[src/rtl/riscv_pipe_pkg.sv]
// Shared encodings and per-stage control-word layouts for the RV32I pipeline.
package riscv_pipe_pkg;

    localparam logic [1:0] RES_ALU = 2'b00;
    localparam logic [1:0] RES_MEM = 2'b01;
    localparam logic [1:0] RES_PC4 = 2'b10;

    localparam logic [1:0] FWD_RF  = 2'b00;
    localparam logic [1:0] FWD_WB  = 2'b01;
    localparam logic [1:0] FWD_MEM = 2'b10;

    typedef struct packed {
        logic       reg_write;
        logic [1:0] result_src;
        logic       mem_write;
        logic       jump;
        logic       branch;
        logic [2:0] alu_control;
        logic       alu_src;
    } ctrl_e_t;

    typedef struct packed {
        logic       reg_write;
        logic [1:0] result_src;
        logic       mem_write;
    } ctrl_m_t;

    typedef struct packed {
        logic       reg_write;
        logic [1:0] result_src;
    } ctrl_w_t;

endpackage

[src/rtl/pipeline_ctrl_hazard.sv]
// Combinational hazard detection: load-use stall, redirect flush, operand forwarding.
module hazard_unit
    import riscv_pipe_pkg::*;
#(
    parameter int REG_AW = 5
) (
    input  logic [REG_AW-1:0] rs1_d_i,
    input  logic [REG_AW-1:0] rs2_d_i,
    input  logic [REG_AW-1:0] rs1_e_i,
    input  logic [REG_AW-1:0] rs2_e_i,
    input  logic [REG_AW-1:0] rd_e_i,
    input  logic [1:0]        result_src_e_i,
    input  logic              pc_src_e_i,
    input  logic              reg_write_m_i,
    input  logic [REG_AW-1:0] rd_m_i,
    input  logic              reg_write_w_i,
    input  logic [REG_AW-1:0] rd_w_i,
    output logic              stall_f_o,
    output logic              stall_d_o,
    output logic              flush_d_o,
    output logic              flush_e_o,
    output logic [1:0]        forward_a_e_o,
    output logic [1:0]        forward_b_e_o
);

    logic lw_stall;

    // Memory stage is younger than writeback, so it wins when both match.
    function automatic logic [1:0] fwd_sel(input logic [REG_AW-1:0] rs);
        if (reg_write_m_i && (rd_m_i != '0) && (rs == rd_m_i))
            return FWD_MEM;
        else if (reg_write_w_i && (rd_w_i != '0) && (rs == rd_w_i))
            return FWD_WB;
        else
            return FWD_RF;
    endfunction

    assign lw_stall = (result_src_e_i == RES_MEM) && (rd_e_i != '0) &&
                      ((rs1_d_i == rd_e_i) || (rs2_d_i == rd_e_i));

    // A redirect squashes the dependent instruction anyway, so it overrides the stall.
    assign stall_f_o     = lw_stall & ~pc_src_e_i;
    assign stall_d_o     = lw_stall & ~pc_src_e_i;
    assign flush_d_o     = pc_src_e_i;
    assign flush_e_o     = lw_stall | pc_src_e_i;
    assign forward_a_e_o = fwd_sel(rs1_e_i);
    assign forward_b_e_o = fwd_sel(rs2_e_i);

endmodule

[src/rtl/pipeline_ctrl.sv]
// Control pipeline registers D->E->M->W, branch/jump redirect and hazard controls.
module pipeline_ctrl
    import riscv_pipe_pkg::*;
#(
    parameter int REG_AW = 5
) (
    input  logic              clk,
    input  logic              reset,
    input  logic              RegWriteD,
    input  logic              MemWriteD,
    input  logic              JumpD,
    input  logic              BranchD,
    input  logic              ALUSrcD,
    input  logic [1:0]        ResultSrcD,
    input  logic [2:0]        ALUControlD,
    input  logic [REG_AW-1:0] Rs1D,
    input  logic [REG_AW-1:0] Rs2D,
    input  logic [REG_AW-1:0] RdD,
    input  logic              ZeroE,
    output logic              RegWriteE,
    output logic              MemWriteE,
    output logic              ALUSrcE,
    output logic [1:0]        ResultSrcE,
    output logic [2:0]        ALUControlE,
    output logic              PCSrcE,
    output logic              RegWriteM,
    output logic              MemWriteM,
    output logic [1:0]        ResultSrcM,
    output logic              RegWriteW,
    output logic [1:0]        ResultSrcW,
    output logic [REG_AW-1:0] RdW,
    output logic              StallF,
    output logic              StallD,
    output logic              FlushD,
    output logic              FlushE,
    output logic [1:0]        ForwardAE,
    output logic [1:0]        ForwardBE
);

    ctrl_e_t           ctrl_e_d, ctrl_e_q;
    ctrl_m_t           ctrl_m_d, ctrl_m_q;
    ctrl_w_t           ctrl_w_d, ctrl_w_q;
    logic [REG_AW-1:0] rs1_e_d, rs1_e_q, rs2_e_d, rs2_e_q, rd_e_d, rd_e_q;
    logic [REG_AW-1:0] rd_m_q, rd_w_q;

    always_comb begin
        ctrl_e_d = '{reg_write:   RegWriteD,
                     result_src:  ResultSrcD,
                     mem_write:   MemWriteD,
                     jump:        JumpD,
                     branch:      BranchD,
                     alu_control: ALUControlD,
                     alu_src:     ALUSrcD};
        rs1_e_d  = Rs1D;
        rs2_e_d  = Rs2D;
        rd_e_d   = RdD;
        // Bubble: an all-zero word has no architectural side effects.
        if (FlushE) begin
            ctrl_e_d = '0;
            rs1_e_d  = '0;
            rs2_e_d  = '0;
            rd_e_d   = '0;
        end
    end

    assign ctrl_m_d = '{reg_write:  ctrl_e_q.reg_write,
                        result_src: ctrl_e_q.result_src,
                        mem_write:  ctrl_e_q.mem_write};
    assign ctrl_w_d = '{reg_write:  ctrl_m_q.reg_write,
                        result_src: ctrl_m_q.result_src};

    always_ff @(posedge clk or posedge reset) begin
        if (reset) begin
            ctrl_e_q <= '0;
            rs1_e_q  <= '0;
            rs2_e_q  <= '0;
            rd_e_q   <= '0;
            ctrl_m_q <= '0;
            rd_m_q   <= '0;
            ctrl_w_q <= '0;
            rd_w_q   <= '0;
        end else begin
            ctrl_e_q <= ctrl_e_d;
            rs1_e_q  <= rs1_e_d;
            rs2_e_q  <= rs2_e_d;
            rd_e_q   <= rd_e_d;
            ctrl_m_q <= ctrl_m_d;
            rd_m_q   <= rd_e_q;
            ctrl_w_q <= ctrl_w_d;
            rd_w_q   <= rd_m_q;
        end
    end

    assign PCSrcE = (ctrl_e_q.branch & ZeroE) | ctrl_e_q.jump;

    hazard_unit #(.REG_AW(REG_AW)) u_hazard (
        .rs1_d_i        (Rs1D),
        .rs2_d_i        (Rs2D),
        .rs1_e_i        (rs1_e_q),
        .rs2_e_i        (rs2_e_q),
        .rd_e_i         (rd_e_q),
        .result_src_e_i (ctrl_e_q.result_src),
        .pc_src_e_i     (PCSrcE),
        .reg_write_m_i  (ctrl_m_q.reg_write),
        .rd_m_i         (rd_m_q),
        .reg_write_w_i  (ctrl_w_q.reg_write),
        .rd_w_i         (rd_w_q),
        .stall_f_o      (StallF),
        .stall_d_o      (StallD),
        .flush_d_o      (FlushD),
        .flush_e_o      (FlushE),
        .forward_a_e_o  (ForwardAE),
        .forward_b_e_o  (ForwardBE)
    );

    assign RegWriteE   = ctrl_e_q.reg_write;
    assign MemWriteE   = ctrl_e_q.mem_write;
    assign ALUSrcE     = ctrl_e_q.alu_src;
    assign ResultSrcE  = ctrl_e_q.result_src;
    assign ALUControlE = ctrl_e_q.alu_control;
    assign RegWriteM   = ctrl_m_q.reg_write;
    assign MemWriteM   = ctrl_m_q.mem_write;
    assign ResultSrcM  = ctrl_m_q.result_src;
    assign RegWriteW   = ctrl_w_q.reg_write;
    assign ResultSrcW  = ctrl_w_q.result_src;
    assign RdW         = rd_w_q;

endmodule

[config.mk]
export PLATFORM = sky130hd
export DESIGN_NAME = pipeline_ctrl
export DESIGN_NICKNAME = d
export VERILOG_FILES = /design/src/rtl/riscv_pipe_pkg.sv /design/src/rtl/pipeline_ctrl_hazard.sv /design/src/rtl/pipeline_ctrl.sv
export SDC_FILE = /design/constraint.sdc
export NUM_CORES = 1
export LEC_CHECK = 0
export BUFFER_PORTS_ARGS = -buffer_cell sky130_fd_sc_hd__buf_4
export CAP_MARGIN = 10
export CORE_MARGIN = 2
export CORE_UTILIZATION = 40
export CTS_BUF_LIST = sky130_fd_sc_hd__clkbuf_16
export CTS_CLUSTER_SIZE = 16
export DETAILED_ROUTE_END_ITERATION = 16
export PLACE_DENSITY_LB_ADDON = 0.05
export SETUP_SLACK_MARGIN = 0.2
export SLEW_MARGIN = 20
export SYNTH_ARGS = -nofsm -noshare
export SYNTH_HDL_FRONTEND = slang
export SYNTH_HIERARCHICAL = 1
export SYNTH_SLANG_ARGS = --single-unit
[constraint.sdc]
create_clock -name clk -period 2 [get_ports clk]
set_input_delay 0.4 -clock clk [delete_from_list [all_inputs] [get_ports clk]]
set_output_delay 0.4 -clock clk [all_outputs]
set_load 0.1 [all_outputs]
## Word level (Yosys, flattened, before mapping)

Cells that the tools add are included.

- Reduce and logical (&&, ||, !) cells: 12
- Bitwise logic cells: 5
- Equal/unequal tests: 7
- Multiplexer cells: 8

Operators by type and width:

| cell | count |
|---|---|
| 5-bit equality test | 6 |
| 5-bit two-way mux | 3 |
| 5-bit nonzero test | 3 |
| 10-bit two-way mux | 1 |
| 1-bit logical AND | 8 |
| 2-bit two-way mux | 2 |
| 1-bit bitwise AND | 2 |
| 2-bit by 1-bit equality test with 1-bit output (second input constant) | 1 |
| 1-bit two-way mux | 2 |
| 1-bit OR | 2 |
| 1-bit logical OR | 1 |
| 1-bit inverter | 1 |

- Input bits: 28
- Logic and storage cells: 49
- Bits in registers: 42

## Depth between registers and ports, before layout

- Depth after elaboration: 5
- Mapped depth: 6
- Mapped depth without buffers: 5

## Cells and area by module

The synthesis kept the hierarchy.

Modules (own cells, without submodules):

| module | area an instance (um2) | cells each | times used |
|---|---|---|---|
| pipeline_ctrl | 1272.5 | 76 | 1 |
| hazard_unit | 429.2 | 54 | 1 |

## Worst setup path after synthesis

No wires, ideal clock.

- Kind: register -> output
- Start: reg ctrl_m_q, in the netlist RegWriteM
- End: out ForwardAE[0]
- Setup slack: -3.711 ns
- Cell stages (with the launch flop): 4
- Arrival: 5.311 ns
- Cell sequence: dfrtp_1 -> o21ai_2 -> nor4_1 -> nor4_2

- Word-level cells in the longest chain between the ends: 3

Ends and longest elaborated chain:

| item | line | text |
|---|---|---|
| start, declared | pipeline_ctrl.sv:41 | `ctrl_m_t ctrl_m_d, ctrl_m_q;` |
| start signal, assigned | pipeline_ctrl.sv:87 | `ctrl_m_q <= ctrl_m_d;` |
| 1-bit logical AND (2 in a row) | pipeline_ctrl_hazard.sv:30 | `if (reg_write_m_i && (rd_m_i != '0) && (rs == rd_m_i))` |
| 2-bit two-way mux | pipeline_ctrl_hazard.sv:30 |  |
| end, declared | pipeline_ctrl.sv:36 | `output logic [1:0] ForwardAE,` |

Every way passes these cells.

## Worst setup path in the final report

- Start: reg rd_w_q[0] (netlist: RdW[0])
- End: out ForwardBE[0]

- Word-level cells in the longest chain between the ends: 5

Ends and longest elaborated chain:

| item | line | text |
|---|---|---|
| start, declared | pipeline_ctrl.sv:44 | `logic [REG_AW-1:0] rd_m_q, rd_w_q;` |
| start signal, assigned | pipeline_ctrl.sv:90 | `rd_w_q <= rd_m_q;` |
| 5-bit nonzero test | pipeline_ctrl_hazard.sv:32 | `else if (reg_write_w_i && (rd_w_i != '0) && (rs == rd_w_i))` |
| 1-bit logical AND | pipeline_ctrl_hazard.sv:32 |  |
| 1-bit logical AND * | pipeline_ctrl_hazard.sv:32 |  |
| 1-bit two-way mux * | pipeline_ctrl_hazard.sv:32 |  |
| 2-bit two-way mux * | pipeline_ctrl_hazard.sv:30 |  |
| end, declared | pipeline_ctrl.sv:37 | `output logic [1:0] ForwardBE` |

Every way passes the cells marked *; elsewhere a longest branch is shown, timed or not.

==> impl_metrics.ini <==
[floorplanning]
floorplan.io_pins = 57
core-area_um2 = 4058
start_util = 0.4194
die_area_um2 = 4792
die_x_um = 69.23
rows = 23
dieHeight_um = 69.23

[grt]
antenna_found_initial = 0
grt_pass1_wl_mm = 5.796
grt_max_degree = 43
grt_usage = 0.1556
grt_pass1_vias = 1231
grt.overflow.total = 0

[synthesis]
synth_top_area_frac = 0.6176
synth_area_leader_cell = dfrtp_1
ys_types = 20
synth_area_um2 = 1702
ys_warn_count = 6
synth_nets = 158
syn_area_per_cell_um2 = 13.09
synthTopCellsByArea = dfrtp_1 62%, xor2_1 12%, nor2b_1 9.2%
ys_seq_area_frac = 0.6176
ys_ff_latch = 42
syn_inst = 130

[detailed_routing]
ant_nets = 0
drc = 0
viasPerCell = 4.625
vias = 1184
first_pass_iters = 4
wl_per_cell_um = 14.30
drtIter0Drc = 28
wl_mm = 3.660

[clocking]
tritoncts = built
clk_path_buf_depth = 2
clk_pin_slew_ns = 0.06
clockRootBuffer = clkbuf_16
cts.htree.levels = 2
cts_buffers = 5
clock-sinks = 42
clk_latency_ns = 0.28
ctsHoldBuffers = 0

[status]
violations = setup timing
status = complete, but fails checks

[pwr]
p_sw_frac = 0.3541
p_seq_frac = 0.352
power_density_nw_per_um2 = 1016
p_int_uw = 1876
leakage_uw = 0.001388
p_comb_frac = 0.349
ir_worst_vdd_uv = 546.0
p_switching_uw = 1028
clkPwrFrac = 0.299

[sta]
fmax_mhz = 415.0
whs_ns = 0.2480
fin_ws_ns = -0.4097
period_share = 1.205
finalMaxSlewViolations = 0
worst_slew_pin_slew_ns = 0.5137
skew_ns = 0.003573
slew-limit-headroom = 0.6575
setup_viol = 7
hold_violations = 0
rsz0062_at_grt = yes
finalCriticalPeriod_ns = 2.410

[cells_and_area]
nets = 233
final_cells = 256
syn2layout_area_growth_pct = 68.01
n_antenna_cell = 0
fin_area_um2 = 2859
fill_cells = 285
drive_gt1_frac = 0.6456
multi_input_area_um2 = 870.8
area.sequential_um2 = 1079
final_core_util = 0.7046

[worst_setup_path]
critPathRequiredTime_ns = 1.60
critical_path.max_fanout = 4
critPathArrivalTime_ns = 2.01
crit_type = reg -> out
rr_worst_depth = 7
cp-end-kind = primary output
startpoint_type = register

[placed_design]
placedCellCount = 245
place_congestion = 0.8203
place.port_buffers = 56
dpl-instance-area_um2 = 2371
dp_slack_ns = -0.1680

[min_path]
hp-class = in -> async

[flow_run]
drv_cap = 0
## flip-flops by register name (all words and copies together) (netlist names)
| register | cells |
|---|---|
| rd_m_q | 5 |
| RdW | 5 |
| rs2_e_q | 5 |
| MemWriteE | 1 |
| ResultSrcE | 2 |
| MemWriteM | 1 |
| ResultSrcW | 2 |
| RegWriteW | 1 |
| ResultSrcM | 2 |
| RegWriteE | 1 |
| ALUSrcE | 1 |
| ctrl_e_q | 2 |
| ALUControlE | 3 |
| RegWriteM | 1 |
| rd_e_q | 5 |
| rs1_e_q | 5 |
## power groups by stage
stage | clock network [uW] | logic (uW) | registers (uW)
6_report | 868 | 1010 | 1020
5_1_grt | 927 | 1060 | 1040
4_1_cts | 887 | 917 | 1020
3_5_place_dp | 0 | 869 | 1030
3_3_place_gp | 0 | 858 | 1030
2_1_floorplan | 0 | 427 | 1260
## cell type report
cell class                      count  area share
Clock buffer                        5     0.04376
Clock inverter                      3     0.01313
Inverter                            1    0.001313
Multi-Input combinational cell     78      0.3046
Sequential cell                    42      0.3772
Tap cell                           50     0.02188
Timing Repair Buffer               77      0.2381
## synthesized netlist by cell type
| master | instances |
|---|---|
| xor2_1 | 24 |
| or4_1 | 4 |
| nor4_2 | 2 |
| xnor2_1 | 6 |
| a22oi_1 | 1 |
| nor2b_1 | 25 |
| nor3_1 | 3 |
| and2b_1 | 1 |
| o21ai_2 | 1 |
| nor4_1 | 2 |
| nor2_1 | 2 |
| o21ai_0 | 1 |
| a21o_1 | 1 |
| inv_1 | 1 |
| dfrtp_1 | 42 |
| or4_4 | 1 |
| o21ai_1 | 1 |
| nand3_1 | 2 |
| buf_4 | 9 |
| o21bai_1 | 1 |
## per-layer routing
metal  GRT usage  wire length [um]  vias to the layer above
li1            -                 -                      566
met1      0.1865              1455                      569
met2      0.2671              1924                       43
met3     0.05087               235                        6
met4     0.04575                44                        0
met5           0                 0                        -
## what timing repair did
| action | 4_1_cts | 5_1_grt |
|---|---|---|
| pin swaps | 10 | 4 |
| hold endpoints to repair | 0 | 0 |
| gates cloned | 0 | 1 |
| buffers inserted | 0 | 2 |
| endpoints found under the setup margin | 13 | 9 |
| resized for setup | 28 | 32 |
## final timing paths
path / startpoint / to / slack (ns)
setup / recovery: RdW[0] / ForwardBE[0] / -0.41
hold / removal: reset / ResultSrcW[0] / 0.25
setup reg to reg: rd_e_q[4] / rs1_e_q[4] / 0.11
hold reg to reg: RegWriteE / RegWriteM / 0.38
max in group asynchronous: reset / RdW[3] / 1.35
min in group clk: ResultSrcD[1] / ResultSrcE[1] / 0.34
## cells in the final DEF (no fill, tap or decap), types with 5 or more instances in the layout
master	instances
buf_12	5
dfrtp_1	32
buf_4	65
nor2b_1	10
buf_6	6
dfrtp_4	6
clkbuf_16	6
xnor2_2	5
xor2_1	22
nor2b_4	15
## cell families after synthesis
logic type,synth area share
flops,0.6176
simple gates,0.1618
xor+xnor,0.1544
buf+inv,0.04191
compound gates,0.02426
## worst max-delay path: stages (launching register included)
cell and delay (ns):
dfrtp_4 0.49, xor2_1 0.15, or4_4 0.55, nor4_4 0.29, buf_6 0.26
## per-stage QoR
step	total power (uW)	TNS, ns
after floorplan	1689	-3.055
after global placement	1886	-0.2533
after detailed placement	1901	-0.5035
after CTS	2827	-1.703
after global routing	3021	-2.145
final	2904	-1.709
Note: power is estimated with default switching activity, not from simulation.
